==> src/rtl/motor_ctrl_multi_pkg.sv <==
// Shared types and constants for the multi-servo / stepper motor controller:
// phase table, stepper FSM states and the servo tick divider.
package motor_pkg;

  typedef enum logic [0:0] {
    IDLE = 1'b0,
    RUN  = 1'b1
  } stepState_t;

  // Half-step sequence, entry 0 in the least significant nibble.
  localparam logic [31:0] PHASE_TABLE = {4'b1001, 4'b0001, 4'b0011, 4'b0010,
                                         4'b0110, 4'b0100, 4'b1100, 4'b1000};

  function automatic int tickDiv(input int clkHz);
    return (clkHz / 256000 > 0) ? clkHz / 256000 : 1;
  endfunction

  function automatic logic [3:0] phasePins(input logic [2:0] idx);
    return PHASE_TABLE[{idx, 2'b00} +: 4];
  endfunction

endpackage

==> src/rtl/motor_ctrl_multi_if.sv <==
// Stepper move-command channel: valid/ready command fields plus abort.
interface motor_ctrl_multi_if #(
  parameter int STEP_W   = 16,
  parameter int PERIOD_W = 24
);
  logic                cmd_valid;
  logic                cmd_ready;
  logic                cmd_dir;
  logic [STEP_W-1:0]   cmd_steps;
  logic [PERIOD_W-1:0] cmd_period;
  logic                cmd_half;
  logic                abort;

  modport master (
    output cmd_valid, cmd_dir, cmd_steps, cmd_period, cmd_half, abort,
    input  cmd_ready
  );

  modport slave (
    input  cmd_valid, cmd_dir, cmd_steps, cmd_period, cmd_half, abort,
    output cmd_ready
  );
endinterface

==> src/rtl/motor_ctrl_multi_servo_pwm_ch.sv <==
// One RC-servo channel: position/enable latched at frame start, registered
// comparator output so mid-frame input changes never reshape a pulse.
module servo_pwm_ch (
  input  logic        clock,
  input  logic        reset,
  input  logic        frameStart,
  input  logic [11:0] tickCnt,
  input  logic [7:0]  pos,
  input  logic        en,
  output logic        pin
);
  logic [7:0] posLat_r;
  logic       enLat_r;
  logic       pin_r;
  logic [7:0] posSel_s;
  logic       enSel_s;

  // On the frame-start cycle compare against the incoming values being latched.
  always_comb begin
    if (frameStart) begin
      posSel_s = pos;
      enSel_s  = en;
    end else begin
      posSel_s = posLat_r;
      enSel_s  = enLat_r;
    end
  end

  // Frame latch and registered pulse compare.
  always_ff @(posedge clock) begin
    if (reset) begin
      posLat_r <= 8'd0;
      enLat_r  <= 1'b0;
      pin_r    <= 1'b0;
    end else begin
      posLat_r <= posSel_s;
      enLat_r  <= enSel_s;
      pin_r    <= enSel_s & (tickCnt < {4'b0001, posSel_s});
    end
  end

  assign pin = pin_r;
endmodule

==> src/rtl/motor_ctrl_multi.sv <==
// Multi-channel RC-servo PWM plus a command-driven unipolar stepper with
// abort and a signed position tracker.
module motor_ctrl_multi
  import motor_pkg::*;
#(
  parameter int CLK_HZ     = 50000000,
  parameter int NUM_SERVOS = 4,
  parameter int STEP_W     = 16,
  parameter int PERIOD_W   = 24,
  parameter int POS_W      = 24,
  parameter bit HOLD       = 1'b0
) (
  input  logic                    clock,
  input  logic                    reset,
  input  logic [8*NUM_SERVOS-1:0] servo_pos,
  input  logic [NUM_SERVOS-1:0]   servo_en,
  output logic [NUM_SERVOS-1:0]   servo_pins,
  motor_ctrl_multi_if.slave       cmdIf,
  output logic [3:0]              stepper_pins,
  output logic                    busy,
  output logic                    done,
  output logic [POS_W-1:0]        position
);
  localparam int            TDIV     = tickDiv(CLK_HZ);
  localparam int            CW       = (TDIV > 1) ? $clog2(TDIV) : 1;
  localparam logic [CW-1:0] CLK_LAST = CW'(TDIV - 1);

  logic [CW-1:0] clkCnt_r;
  logic [11:0]   tickCnt_r;
  logic          frameStart_s;

  // Servo tick generator; tickCnt wraps every 4096 ticks to form the frame.
  always_ff @(posedge clock) begin
    if (reset) begin
      clkCnt_r  <= '0;
      tickCnt_r <= 12'd0;
    end else if (clkCnt_r == CLK_LAST) begin
      clkCnt_r  <= '0;
      tickCnt_r <= tickCnt_r + 12'd1;
    end else begin
      clkCnt_r  <= clkCnt_r + CW'(1);
    end
  end

  assign frameStart_s = (tickCnt_r == 12'd0) && (clkCnt_r == '0);

  for (genvar i = 0; i < NUM_SERVOS; i++) begin : gCh
    servo_pwm_ch uCh (
      .clock      (clock),
      .reset      (reset),
      .frameStart (frameStart_s),
      .tickCnt    (tickCnt_r),
      .pos        (servo_pos[8*i +: 8]),
      .en         (servo_en[i]),
      .pin        (servo_pins[i])
    );
  end

  stepState_t          state_r, state_s;
  logic [2:0]          phase_r, phase_s, stride_s;
  logic [POS_W-1:0]    position_r, position_s;
  logic [STEP_W-1:0]   remaining_r, remaining_s;
  logic [PERIOD_W-1:0] perCnt_r, perCnt_s, perLast_r, perLast_s;
  logic                dir_r, dir_s, half_r, half_s;
  logic                done_r, done_s, busy_r, busy_s, ready_r, ready_s;
  logic [3:0]          pins_r, pins_s;
  logic                stepNow_s;

  // Stepper state and output registers.
  always_ff @(posedge clock) begin
    if (reset) begin
      state_r     <= IDLE;
      phase_r     <= 3'd0;
      position_r  <= '0;
      remaining_r <= '0;
      perCnt_r    <= '0;
      perLast_r   <= '0;
      dir_r       <= 1'b0;
      half_r      <= 1'b0;
      done_r      <= 1'b0;
      busy_r      <= 1'b0;
      ready_r     <= 1'b1;
      pins_r      <= 4'b0000;
    end else begin
      state_r     <= state_s;
      phase_r     <= phase_s;
      position_r  <= position_s;
      remaining_r <= remaining_s;
      perCnt_r    <= perCnt_s;
      perLast_r   <= perLast_s;
      dir_r       <= dir_s;
      half_r      <= half_s;
      done_r      <= done_s;
      busy_r      <= busy_s;
      ready_r     <= ready_s;
      pins_r      <= pins_s;
    end
  end

  // Next-state logic: command accept, step timing, completion and abort.
  always_comb begin
    state_s     = state_r;
    phase_s     = phase_r;
    position_s  = position_r;
    remaining_s = remaining_r;
    perCnt_s    = perCnt_r;
    perLast_s   = perLast_r;
    dir_s       = dir_r;
    half_s      = half_r;
    done_s      = 1'b0;
    stepNow_s   = 1'b0;
    stride_s    = half_r ? 3'd1 : 3'd2;
    case (state_r)
      IDLE: begin
        if (cmdIf.cmd_valid && (cmdIf.cmd_steps != '0)) begin
          dir_s       = cmdIf.cmd_dir;
          half_s      = cmdIf.cmd_half;
          remaining_s = cmdIf.cmd_steps;
          perCnt_s    = '0;
          perLast_s   = (cmdIf.cmd_period == '0) ? '0 : cmdIf.cmd_period - PERIOD_W'(1);
          phase_s     = cmdIf.cmd_half ? phase_r : {phase_r[2:1], 1'b0};
          state_s     = RUN;
        end else if (cmdIf.cmd_valid) begin
          done_s      = 1'b1;
        end else begin
          state_s     = IDLE;
        end
      end
      RUN: begin
        stepNow_s = (perCnt_r == perLast_r);
        if (stepNow_s) begin
          phase_s     = dir_r ? phase_r + stride_s : phase_r - stride_s;
          position_s  = dir_r ? position_r + POS_W'(1) : position_r - POS_W'(1);
          remaining_s = remaining_r - STEP_W'(1);
          perCnt_s    = '0;
        end else begin
          perCnt_s    = perCnt_r + PERIOD_W'(1);
        end
        // A step landing in the abort cycle is still taken.
        if ((stepNow_s && (remaining_r == STEP_W'(1))) || cmdIf.abort) begin
          state_s = IDLE;
          done_s  = 1'b1;
        end else begin
          state_s = RUN;
        end
      end
      default: begin
        state_s = IDLE;
      end
    endcase
  end

  // Output decode from the next state so every output is a plain register.
  always_comb begin
    busy_s  = (state_s == RUN);
    ready_s = (state_s == IDLE);
    if ((state_s == RUN) || HOLD) begin
      pins_s = phasePins(phase_s);
    end else begin
      pins_s = 4'b0000;
    end
  end

  assign cmdIf.cmd_ready = ready_r;
  assign busy            = busy_r;
  assign done            = done_r;
  assign position        = position_r;
  assign stepper_pins    = pins_r;
endmodule

==> src/flat_wrapper.sv <==
// flat-port wrapper written by rule: the top's interface ports become plain ports
module motor_ctrl_multi_flat import motor_pkg::*;
#(
  parameter int CLK_HZ     = 50000000,
  parameter int NUM_SERVOS = 4,
  parameter int STEP_W     = 16,
  parameter int PERIOD_W   = 24,
  parameter int POS_W      = 24,
  parameter bit HOLD       = 1'b0
)
  (clock, reset, servo_pos, servo_en, servo_pins, stepper_pins, busy, done, position, cmdIf_cmd_valid, cmdIf_cmd_dir, cmdIf_cmd_steps, cmdIf_cmd_period, cmdIf_cmd_half, cmdIf_abort, cmdIf_cmd_ready);
  motor_ctrl_multi_if #(.STEP_W(STEP_W), .PERIOD_W(PERIOD_W)) cmdIf_i ();
  input  logic clock;
  input  logic reset;
  input  logic [8*NUM_SERVOS-1:0] servo_pos;
  input  logic [NUM_SERVOS-1:0] servo_en;
  output logic [NUM_SERVOS-1:0] servo_pins;
  output logic [3:0] stepper_pins;
  output logic busy;
  output logic done;
  output logic [POS_W-1:0] position;
  input wire logic [$bits(cmdIf_i.cmd_valid)-1:0] cmdIf_cmd_valid;
  input wire logic [$bits(cmdIf_i.cmd_dir)-1:0] cmdIf_cmd_dir;
  input wire logic [$bits(cmdIf_i.cmd_steps)-1:0] cmdIf_cmd_steps;
  input wire logic [$bits(cmdIf_i.cmd_period)-1:0] cmdIf_cmd_period;
  input wire logic [$bits(cmdIf_i.cmd_half)-1:0] cmdIf_cmd_half;
  input wire logic [$bits(cmdIf_i.abort)-1:0] cmdIf_abort;
  output wire logic [$bits(cmdIf_i.cmd_ready)-1:0] cmdIf_cmd_ready;
  assign cmdIf_i.cmd_valid = cmdIf_cmd_valid;
  assign cmdIf_i.cmd_dir = cmdIf_cmd_dir;
  assign cmdIf_i.cmd_steps = cmdIf_cmd_steps;
  assign cmdIf_i.cmd_period = cmdIf_cmd_period;
  assign cmdIf_i.cmd_half = cmdIf_cmd_half;
  assign cmdIf_i.abort = cmdIf_abort;
  assign cmdIf_cmd_ready = cmdIf_i.cmd_ready;
  motor_ctrl_multi #(.CLK_HZ(CLK_HZ), .NUM_SERVOS(NUM_SERVOS), .STEP_W(STEP_W), .PERIOD_W(PERIOD_W), .POS_W(POS_W), .HOLD(HOLD)) u_core (.clock(clock), .reset(reset), .servo_pos(servo_pos), .servo_en(servo_en), .servo_pins(servo_pins), .cmdIf(cmdIf_i), .stepper_pins(stepper_pins), .busy(busy), .done(done), .position(position));
endmodule
==> config.mk <==
export PLATFORM = sky130hd
export DESIGN_NAME = motor_ctrl_multi_flat
export DESIGN_NICKNAME = d
export VERILOG_FILES = /design/src/rtl/motor_ctrl_multi_pkg.sv /design/src/rtl/motor_ctrl_multi_if.sv /design/src/rtl/motor_ctrl_multi_servo_pwm_ch.sv /design/src/rtl/motor_ctrl_multi.sv /design/src/flat_wrapper.sv
export SDC_FILE = /design/constraint.sdc
export NUM_CORES = 1
export LEC_CHECK = 0
export ABC_AREA = 1
export BUFFER_PORTS_ARGS = -buffer_cell sky130_fd_sc_hd__buf_4
export CAP_MARGIN = 5
export CORE_MARGIN = 1.5
export CORE_UTILIZATION = 39
export CTS_BUF_LIST = sky130_fd_sc_hd__clkbuf_8
export DETAILED_ROUTE_END_ITERATION = 10
export PLACE_DENSITY_LB_ADDON = 0.08
export REMOVE_ABC_BUFFERS = 1
export SKIP_CTS_REPAIR_TIMING = 1
export SLEW_MARGIN = 20
export SYNTH_ARGS = -nofsm -noshare
export SYNTH_HDL_FRONTEND = slang
export SYNTH_HIERARCHICAL = 1
export SYNTH_SLANG_ARGS = --single-unit
export TNS_END_PERCENT = 1
==> constraint.sdc <==
create_clock -name clock -period 2.8 [get_ports clock]
set_clock_uncertainty 0.15 [all_clocks]
set_input_delay 0.84 -clock clock [delete_from_list [all_inputs] [get_ports clock]]
set_output_delay 0.84 -clock clock [all_outputs]
set_load 0.02 [all_outputs]
Word level (Yosys, flattened, before mapping) --
Cells that the tools add are included.
Operators by class: bitwise gates (word level) 6, muxes and demuxes 29, eq/ne operators 5, add/subtract/negate cells 9, $lt $le $gt $ge 4, shift-type cells 1, reductions and logical operators 13
Operators by type and width (number):
- 2-to-1 mux 24 bit | 4
- adder 24 x 1 -> 24 bit (second input constant) | 2
- < comparator 12 x 9 -> 1 bit | 4
- one-hot mux 24 bit (2 select lines) | 1
- subtractor 24 x 1 -> 24 bit (second input constant) | 2
- 2-to-1 mux 16 bit | 2
- 2-to-1 mux 8 bit | 4
- one-hot mux 16 bit (2 select lines) | 1
- variable part select 32 x 6 -> 4 bit (first input constant) | 1
- equality test 24 bit | 1
- zero test 24 bit | 1
- equality test 16 x 1 -> 1 bit (second input constant) | 1
- nonzero test 16 bit | 1
- subtractor 16 x 1 -> 16 bit (second input constant) | 1
- adder 12 x 1 -> 12 bit (second input constant) | 1
- zero test 12 bit | 1
- 2-to-1 mux 1 bit | 11
- adder 8 x 1 -> 8 bit (second input constant) | 1
- equality test 8 bit (second input constant) | 1
- zero test 8 bit | 1
- 2-to-1 mux 3 bit | 2
- one-hot mux 3 bit (2 select lines) | 1
- AND reduction 2 bit | 3
- AND 1 bit | 4
- other kinds (10) | 15
Word-level totals: bits in registers 160, word-level logic and storage cells 92, bits of input ports 82, output and inout bits 35

Longest topological paths before layout --
Gate-level depths: netlist of run 1.
word-level depth 7, gate-level depth with buffers 16, mapped depth without buffers 16

Hierarchy --
Netlist of run 1, hierarchy kept.
Modules (own cells, without submodules):
- motor_ctrl_multi | cells each 1224, sequential area each 2402.3 sq um, times used 1, area an instance 7840.0 sq um
- servo_pwm_ch | cells each 64, sequential area each 200.2 sq um, times used 4, area an instance 553.0 sq um

Worst setup path before layout of run 1 --
No wires, ideal clock.
path type register to register, start point reg u_core.tickCnt_r[0], end point reg u_core.gCh[0].uCh.pin_r, slack 60 ps, setup time 66 ps, cell stages (with the launch flop) 13, buffers on the path 1, clock period less this slack 2740 ps, data required time 2584 ps, arrival 2524 ps, path through dfxtp_1 > inv_1 > ha_1 > nand4_1 > nor4_1 > buf_6 > mux2i_1 > ha_1 > a21oi_1 > o21ai_0 > nand2_1 > nand3_1 > a21oi_2
Between the ends: longest elaborated chain between the ends 5, elaborated cells on any way between the ends 6, classes of those cells order compare: 1; mux: 2; bitwise: 1; reduce/logical: 2
Ends and longest elaborated chain:
- start: declaration | line motor_ctrl_multi.sv:29 | logic [11:0] tickCnt_r;
- start signal: assignment | line motor_ctrl_multi.sv:39 | tickCnt_r <= tickCnt_r + 12'd1;
- zero test 12 bit (*) | line motor_ctrl_multi.sv:45 | assign frameStart_s = (tickCnt_r == 12'd0) && (clkCnt_r == '0);
- logical AND 1 bit (*) | line motor_ctrl_multi.sv:45
- via u_core.frameStart_s | line motor_ctrl_multi.sv:30 | logic frameStart_s;
- 2-to-1 mux 8 bit | line motor_ctrl_multi_servo_pwm_ch.sv:20 | if (frameStart) begin
- < comparator 12 x 9 -> 1 bit | line motor_ctrl_multi_servo_pwm_ch.sv:38 | pin_r <= enSel_s & (tickCnt < {4'b0001, posSel_s});
- AND 1 bit (*) | line motor_ctrl_multi_servo_pwm_ch.sv:38
- end signal: assignment | line motor_ctrl_multi_servo_pwm_ch.sv:38
- end: declaration | line motor_ctrl_multi_servo_pwm_ch.sv:14 | logic pin_r;
Mark *: on every way through the listed nets, which the timed path passes. The rest lies on a longest branch. A chain may end at the register's enable or synchronous reset.

Final worst setup path of run 1 --
start point reg u_core.clkCnt_r[0], end point reg u_core.gCh[0].uCh.pin_r
Between the ends: longest elaborated chain between the ends 5, elaborated cells on any way between the ends 6, classes of those cells order compare: 1; mux: 2; bitwise: 1; reduce/logical: 2
Ends and longest elaborated chain:
- start: declaration | line motor_ctrl_multi.sv:28 | logic [CW-1:0] clkCnt_r;
- start signal: assignment | line motor_ctrl_multi.sv:41 | clkCnt_r <= clkCnt_r + CW'(1);
- zero test 8 bit (*) | line motor_ctrl_multi.sv:45
- logical AND 1 bit (*) | line motor_ctrl_multi.sv:45
- via u_core.frameStart_s | line motor_ctrl_multi.sv:30
- 2-to-1 mux 8 bit | line motor_ctrl_multi_servo_pwm_ch.sv:20
- < comparator 12 x 9 -> 1 bit | line motor_ctrl_multi_servo_pwm_ch.sv:38
- AND 1 bit (*) | line motor_ctrl_multi_servo_pwm_ch.sv:38
Marks and branches as above.

==> reports/results.tsv, run 1 <==
metric	value	unit
outcome	finished clean	
ctsRootBufferMaster	sky130_fd_sc_hd__clkbuf_8	
tightestPinTransition	0.462	ns
critPathKind	reg -> reg	
yosys_register_bits	160	
globalRoute.totalOverflow	0	
cellPowerDensity	470	nW/um2
worst_setup_path_start_kind	register	
mappedNetlistArea	10100	um2
hold_ws	0.303	ns
drc	0	
holdCritPathClass	reg -> reg	
synth.area.mux_share	2.79	%
number_of_nets_in_the_finished_design	1765	
timing.critical_path.from	u_core/clkCnt_r[0]$_SDFF_PP0_	
crit_fanout	10	
postRouteAntennaNets	0	
synth.distinct_cells	49	
timing.setup.tns	0	ns
synth-edff-count	0	
x_dimension_of_the_die	164	um
fmax	0.370	GHz
num_rows	58	
portBuffers	116	
ir_drop	0.275	mV
fp.dieArea	26700	um2
yosysSeqAreaShare	31.9	%
dr_total_vias	9639	
routed_wirelength	26100	um
largest_family_of_logic_cells_by_synthesized_area	simple AND/OR/NAND/NOR gates	
core	25300	um2
fill_cells	2681	
static-leakage-power	5.48	nW
wire_per_inst	13.3	um
final_hold_viol_count	0	
synth-xor-area-share	4.10	%
worstReg2RegStart	u_core/clkCnt_r[0]$_SDFF_PP0_	
insertion_delay	0.46	ns
asyncSetResetFlopFracSynth	0	%
largest_net_degree_at_the_start_of_global_routing	63	
grt_antenna_before_repair	0	
post_synth_and_or_nand_nor_area_fraction	30.8	%
synthAdderAreaFrac	7.99	%
synth-compound-area-share	14.1	%
final-max-slew-violation-count	0	
routabilityCongestion	0.865	
cts-buffers-inserted	17	
die_y_extent	164	um
timing.slew.headroom	69.1	%
cts_max_path_buffers	2	
clock_tree_from_tritoncts	yes	
grt_usage	20.5	%
numClockSinks	160	
ioPinCount	117	
synthesis.yosys.warnings	6	
ratio_of_routed_vias_to_standard_cells	4.91	
critical_path.endpoint_type	register	
gate_count_post_synth	1480	
synthToLayoutAreaGrowth	18.6	%
setup_viol	0	
synth_top_flop_cell	sky130_fd_sc_hd__dfxtp_1	
dr.first_iter.drc_count	511	
placement.cell_area	11400	um2
min_period_over_period	96.5	%
n_antenna_cell	0	
synthesis.area_per_instance	6.79	um2
layout.cell_area.non_filler	11900	um2
postLayoutCoreUtil	47.2	%
grt_pass1_wl	44200	um
clk_pin_slew_worst_paths	0.10	ns
dpl.hpwl	20100	um
drive_above_1_share	16.0	%
finalWorstPathRequiredPeriod	2.70	ns
number_of_h_tree_levels	4	
most-common-layout-cells	sky130_fd_sc_hd__nand2_1 (360), sky130_fd_sc_hd__nor2_1 (183), sky130_fd_sc_hd__dfxtp_1 (160)	
critPathRequiredTime	3.06	ns
min_from	u_core/clkCnt_r[0]$_SDFF_PP0_	
initial_utilization	39.8	%
crit_arrival	2.96	ns
grt_pass1_vias	9273	
layout_commonest_cell	sky130_fd_sc_hd__nand2_1	
max-cap-violations	0	
drt_pass1_iterations	5	
final cells by class:
type / instances / area (um2) / share of cell area [%]
clock buffer: 17 / 234 / 1.96
clock inverter: 15 / 176 / 1.48
inverter: 165 / 629 / 5.28
multi-input combinational: 1114 / 6020 / 50.5
sequential: 160 / 3200 / 26.9
tap: 330 / 413 / 3.46
timing repair buffer: 162 / 1240 / 10.4
kinds of logic after synthesis:
logic type	after synthesis
AOI/OAI and AO/OA	257
xor gates and xnor gates	47
adders and majority gates	63
buffers and inverters	206
DFF	160
muxes	28
and+or+nand+nor	719
worst max-delay path, stage by stage (launching register included):
cell and delay, ns:
sky130_fd_sc_hd__dfxtp_1 0.34, sky130_fd_sc_hd__inv_1 0.10, sky130_fd_sc_hd__ha_1 0.15, sky130_fd_sc_hd__nand4_1 0.13, sky130_fd_sc_hd__nor4_2 0.38, sky130_fd_sc_hd__buf_4 0.26
sky130_fd_sc_hd__buf_4 0.13, sky130_fd_sc_hd__mux2i_1 0.24, sky130_fd_sc_hd__ha_1 0.28, sky130_fd_sc_hd__a21oi_1 0.13, sky130_fd_sc_hd__o21ai_0 0.12, sky130_fd_sc_hd__nand2_1 0.07
sky130_fd_sc_hd__nand3_1 0.07, sky130_fd_sc_hd__a21oi_2 0.10
synthesized netlist by cell type, types with 10 or more instances:
cell type / instances / area [um2]
sky130_fd_sc_hd__nand4_1: 15 / 93.8
sky130_fd_sc_hd__a31oi_1: 12 / 75.1
sky130_fd_sc_hd__clkbuf_1: 22 / 82.6
sky130_fd_sc_hd__xnor2_1: 22 / 193
sky130_fd_sc_hd__or2_2: 10 / 62.6
sky130_fd_sc_hd__nor4_1: 15 / 93.8
sky130_fd_sc_hd__nor2_1: 183 / 687
sky130_fd_sc_hd__mux2i_1: 28 / 280
sky130_fd_sc_hd__a21oi_1: 125 / 626
sky130_fd_sc_hd__nand2_1: 360 / 1350
sky130_fd_sc_hd__o21ai_0: 78 / 390
sky130_fd_sc_hd__inv_1: 144 / 541
sky130_fd_sc_hd__nand3_1: 68 / 340
sky130_fd_sc_hd__dfxtp_1: 160 / 3200
sky130_fd_sc_hd__buf_2: 12 / 60.1
sky130_fd_sc_hd__nor3_1: 34 / 170
sky130_fd_sc_hd__xor2_1: 25 / 219
sky130_fd_sc_hd__inv_2: 16 / 60.1
sky130_fd_sc_hd__ha_1: 61 / 763
state kept, by name, indices dropped and copies added, names as in the netlist, 8 cells and up:
signal and count:
u_core/remaining_r 16, u_core/position 24, u_core/clkCnt_r 8, u_core/tickCnt_r 12, u_core/perLast_r 24, u_core/gCh.uCh/posLat_r 32
u_core/perCnt_r 24
power by group:
part,total [mW],switching [mW],internal (mW)
Sequential,2.47,0.0770,2.40
Clock,1.82,0.999,0.824
Combinational,1.30,0.766,0.537
Total,5.60,1.84,3.76
metrics by stage:
stage          instances  setup slack (ns)  power, mW
2_1_floorplan       1439             -5.31       3.41
3_3_place_gp        1923             0.161       3.79
3_5_place_dp        1923             0.122       3.81
4_1_cts             1955            0.0748       5.65
5_1_grt             1963           -0.0318       5.95
6_report            1963            0.0994       5.60
metal layers:
layer | share of wire, % | up-vias | global-route usage, %
met5 | 0 | - | 0
met4 | 2.0 | 0 | 6.65
met2 | 47 | 132 | 34.6
met3 | 3.2 | 31 | 2.95
met1 | 48 | 4346 | 26.7
li1 | - | 5130 | -
worst paths after layout:
kind | endpoint | slack [ns] | depth (start not counted)
max | u_core/gCh[0].uCh/pin$_SDFF_PP0_ | 0.1 | 13
max reg2reg | u_core/gCh[0].uCh/pin$_SDFF_PP0_ | 0.1 | 13
min | u_core/clkCnt_r[0]$_SDFF_PP0_ | 0.30 | 1
min reg2reg | u_core/clkCnt_r[0]$_SDFF_PP0_ | 0.30 | 1
Power figures use the tool's default switching activity.
==> run 2, diff against run 1 <==
--- a/config.mk
+++ b/config.mk
@@ -6,13 +6,13 @@
 export NUM_CORES = 1
 export LEC_CHECK = 0
 export ABC_AREA = 1
-export BUFFER_PORTS_ARGS = -buffer_cell sky130_fd_sc_hd__buf_4
+export BUFFER_PORTS_ARGS = -buffer_cell sky130_fd_sc_hd__buf_2
 export CAP_MARGIN = 5
 export CORE_MARGIN = 1.5
-export CORE_UTILIZATION = 39
+export CORE_UTILIZATION = 55
 export CTS_BUF_LIST = sky130_fd_sc_hd__clkbuf_8
 export DETAILED_ROUTE_END_ITERATION = 10
-export PLACE_DENSITY_LB_ADDON = 0.08
+export PLACE_DENSITY_LB_ADDON = 0.3
 export REMOVE_ABC_BUFFERS = 1
 export SKIP_CTS_REPAIR_TIMING = 1
 export SLEW_MARGIN = 20
==> run 2 against run 1 <==
Combinational power shrank 5%; sequential cell count is the same; global-route usage grew 4.8 points; critical path type unchanged; non-clock buffer count shrank 14; final area shrank 4.2%; register-to-register slack gained 0.04 ns; cell count shrank 5.9%; sequential power is essentially flat; clock-buffer cell count grew 3; power shrank 2.8%; worst hold slack lost 0.00098 ns; highest routed layer unchanged.
==> reports/results.tsv, run 2 (synthesis gave the netlist of run 1 again) <==
metric	value	unit
setup_viol	0	
synthToLayoutAreaGrowth	13.6	%
routed_wirelength	24400	um
globalRoute.totalOverflow	0	
drive_above_1_share	15.3	%
clock_tree_from_tritoncts	yes	
outcome	finished clean	
routabilityCongestion	0.930	
power.share.combinational	22.8	%
ratio_of_routed_vias_to_standard_cells	5.31	
switching_power	1.77	mW
clkPwrFrac	31.7	%
ir_drop	0.315	mV
timing.slew.headroom	69.1	%
crit_path_top_delay_cell	sky130_fd_sc_hd__nor4_4	
critPathRequiredTime	3.07	ns
x_dimension_of_the_die	138	um
critPathKind	reg -> reg	
seqPwrFrac	45.5	%
largest_register	u_core/gCh.uCh/posLat_r	
initial_utilization	56.0	%
layout.cell_area.non_filler	11400	um2
grt_setup_unrepaired	yes	
drt_pass1_iterations	6	
final-max-slew-violation-count	0	
grt_usage	25.3	%
worst_setup_path_start_kind	register	
most-common-layout-cells	sky130_fd_sc_hd__nand2_1 (360), sky130_fd_sc_hd__nor2_1 (183), sky130_fd_sc_hd__dfxtp_1 (160)	
cts_max_path_buffers	2	
layout_commonest_cell	sky130_fd_sc_hd__nand2_1	
fmax	0.376	GHz
max-cap-violations	0	
n_antenna_cell	0	
dr.first_iter.drc_count	675	
crit_path_cell_trace	nor4_1 -> nand3_1 -> nor4_4 -> buf_4 -> buf_6 -> mux2i_1 -> ha_1 -> nand2_1 -> nand2_1 -> nand2_1 -> nand2_1 -> a21oi_2	
crit_path_max_incr_delay	0.34	ns
number_of_cells_after_detailed_placement	1814	
clk_pin_slew_worst_paths	0.10	ns
swShare	32.6	%
worstRegToRegCells	12	
wire_per_inst	13.2	um
worst_hold_path.endpoint	u_core/clkCnt_r[0]$_SDFF_PP0_	
worst-path-buf-inv	2	
drc	0	
number_of_h_tree_levels	4	
numClockSinks	160	
final_hold_viol_count	0	
grt_pass1_vias	8892	
crit_arrival	2.93	ns
static-leakage-power	5.34	nW
whs_path_depth	1	
placement.cell_area	11000	um2
critical_path.endpoint_type	register	
min_from	u_core/clkCnt_r[0]$_SDFF_PP0_	
stdcell_count	1848	
setup.reg_to_reg.worst_slack	0.14	ns
die_y_extent	138	um
ctsRootBufferMaster	sky130_fd_sc_hd__clkbuf_8	
dpl.hpwl	18100	um
timing.rr.end	u_core/gCh[1].uCh/pin$_SDFF_PP0_	
ioPinCount	117	
postRouteAntennaNets	0	
crit_fanout	18	
num_rows	49	
critical_path.most_common_cell	sky130_fd_sc_hd__nand2_1	
number_of_nets_in_the_finished_design	1751	
largest_register_ffs	32	
finalWorstPathRequiredPeriod	2.66	ns
largest_net_degree_at_the_start_of_global_routing	74	
holdCritPathClass	reg -> reg	
portBuffers	116	
worst_path_dominant_cell_family	simple AND/OR/NAND/NOR gates	
dr_total_vias	9819	
grt_pass1_wl	40800	um
worstReg2RegStart	u_core/tickCnt_r[3]$_SDFFE_PP0P_	
tightestPinTransition	0.464	ns
insertion_delay	0.47	ns
fp.dieArea	19100	um2
core	18000	um2
min_period_over_period	95.0	%
grt_antenna_before_repair	0	
overall_power	5.44	mW
cellPowerDensity	476	nW/um2
cts-buffers-inserted	17	
internal_power	3.67	mW
-- run 2: changes by cell type in the layout (fill, tap and decap cells not counted), moves of 2 or more --
cell / change
sky130_fd_sc_hd__buf_4: -130
sky130_fd_sc_hd__buf_2: +115
sky130_fd_sc_hd__clkbuf_8: +3
sky130_fd_sc_hd__clkinv_2: -2
-- run 2: layout make-up --
type | count | area, um2
flip-flops and latches | 160 | 3200
repair buffers | 148 | 870
clock inverters | 12 | 120
inverters | 165 | 629
clock buffers | 20 | 275
fillers | 1692 | 6550
well taps | 229 | 287
multi-input cells | 1114 | 6030
-- run 2: per-stage QoR --
| step | setup WS (ns) | hold WS (ns) | TNS, ns | util [%] |
|---|---|---|---|---|
| after floorplan | -5.31 | 0.267 | -183.31 | - |
| after global placement | 0.211 | 0.280 | 0 | 61.1 |
| after detailed placement | 0.0880 | 0.296 | 0 | 61.1 |
| after CTS | 0.0736 | 0.308 | 0 | 63.3 |
| after global routing | -0.0129 | 0.331 | -0.0386 | 63.6 |
| final | 0.141 | 0.302 | 0 | 63.6 |
-- run 2: power by group through the flow --
stage | logic, mW | registers [mW] | clock network (mW)
final | 1.24 | 2.47 | 1.73
after global routing | 1.40 | 2.49 | 1.87
after CTS | 1.22 | 2.47 | 1.77
after detailed placement | 1.21 | 2.52 | 0
after global placement | 1.18 | 2.52 | 0
after floorplan | 0.878 | 2.53 | 0
-- run 2: worst max path at each step --
| stage | from | end | cells after the start |
|---|---|---|---|
| 2_1_floorplan | u_core/tickCnt_r[0]$_SDFFE_PP0P_ | u_core/gCh[0].uCh/pin$_SDFF_PP0_ | 11 |
| 3_3_place_gp | u_core/tickCnt_r[0]$_SDFFE_PP0P_ | u_core/gCh[2].uCh/pin$_SDFF_PP0_ | 12 |
| 3_5_place_dp | u_core/tickCnt_r[0]$_SDFFE_PP0P_ | u_core/gCh[3].uCh/pin$_SDFF_PP0_ | 12 |
| 4_1_cts | u_core/tickCnt_r[0]$_SDFFE_PP0P_ | u_core/gCh[2].uCh/pin$_SDFF_PP0_ | 12 |
| 5_1_grt | u_core/tickCnt_r[3]$_SDFFE_PP0P_ | u_core/gCh[3].uCh/pin$_SDFF_PP0_ | 12 |
| 6_report | u_core/tickCnt_r[3]$_SDFFE_PP0P_ | u_core/gCh[1].uCh/pin$_SDFF_PP0_ | 12 |
-- run 2: metal layers --
layer | vias to the layer above | track usage, % | share of wire (%)
met4 | 0 | 8.09 | 1.6
met5 | - | 0 | 0
met1 | 4477 | 32.4 | 45
met3 | 31 | 3.67 | 4.2
met2 | 225 | 43.9 | 49
li1 | 5086 | - | -
-- run 2: worst register-to-register path, cell delays in order, from the launching register on --
cell,delay [ns]
sky130_fd_sc_hd__dfxtp_1,0.32
sky130_fd_sc_hd__nor4_1,0.29
sky130_fd_sc_hd__nand3_1,0.17
sky130_fd_sc_hd__nor4_4,0.34
sky130_fd_sc_hd__buf_4,0.19
sky130_fd_sc_hd__buf_6,0.24
sky130_fd_sc_hd__mux2i_1,0.28
sky130_fd_sc_hd__ha_1,0.27
sky130_fd_sc_hd__nand2_1,0.06
sky130_fd_sc_hd__nand2_1,0.04
sky130_fd_sc_hd__nand2_1,0.05
sky130_fd_sc_hd__nand2_1,0.09
sky130_fd_sc_hd__a21oi_2,0.12
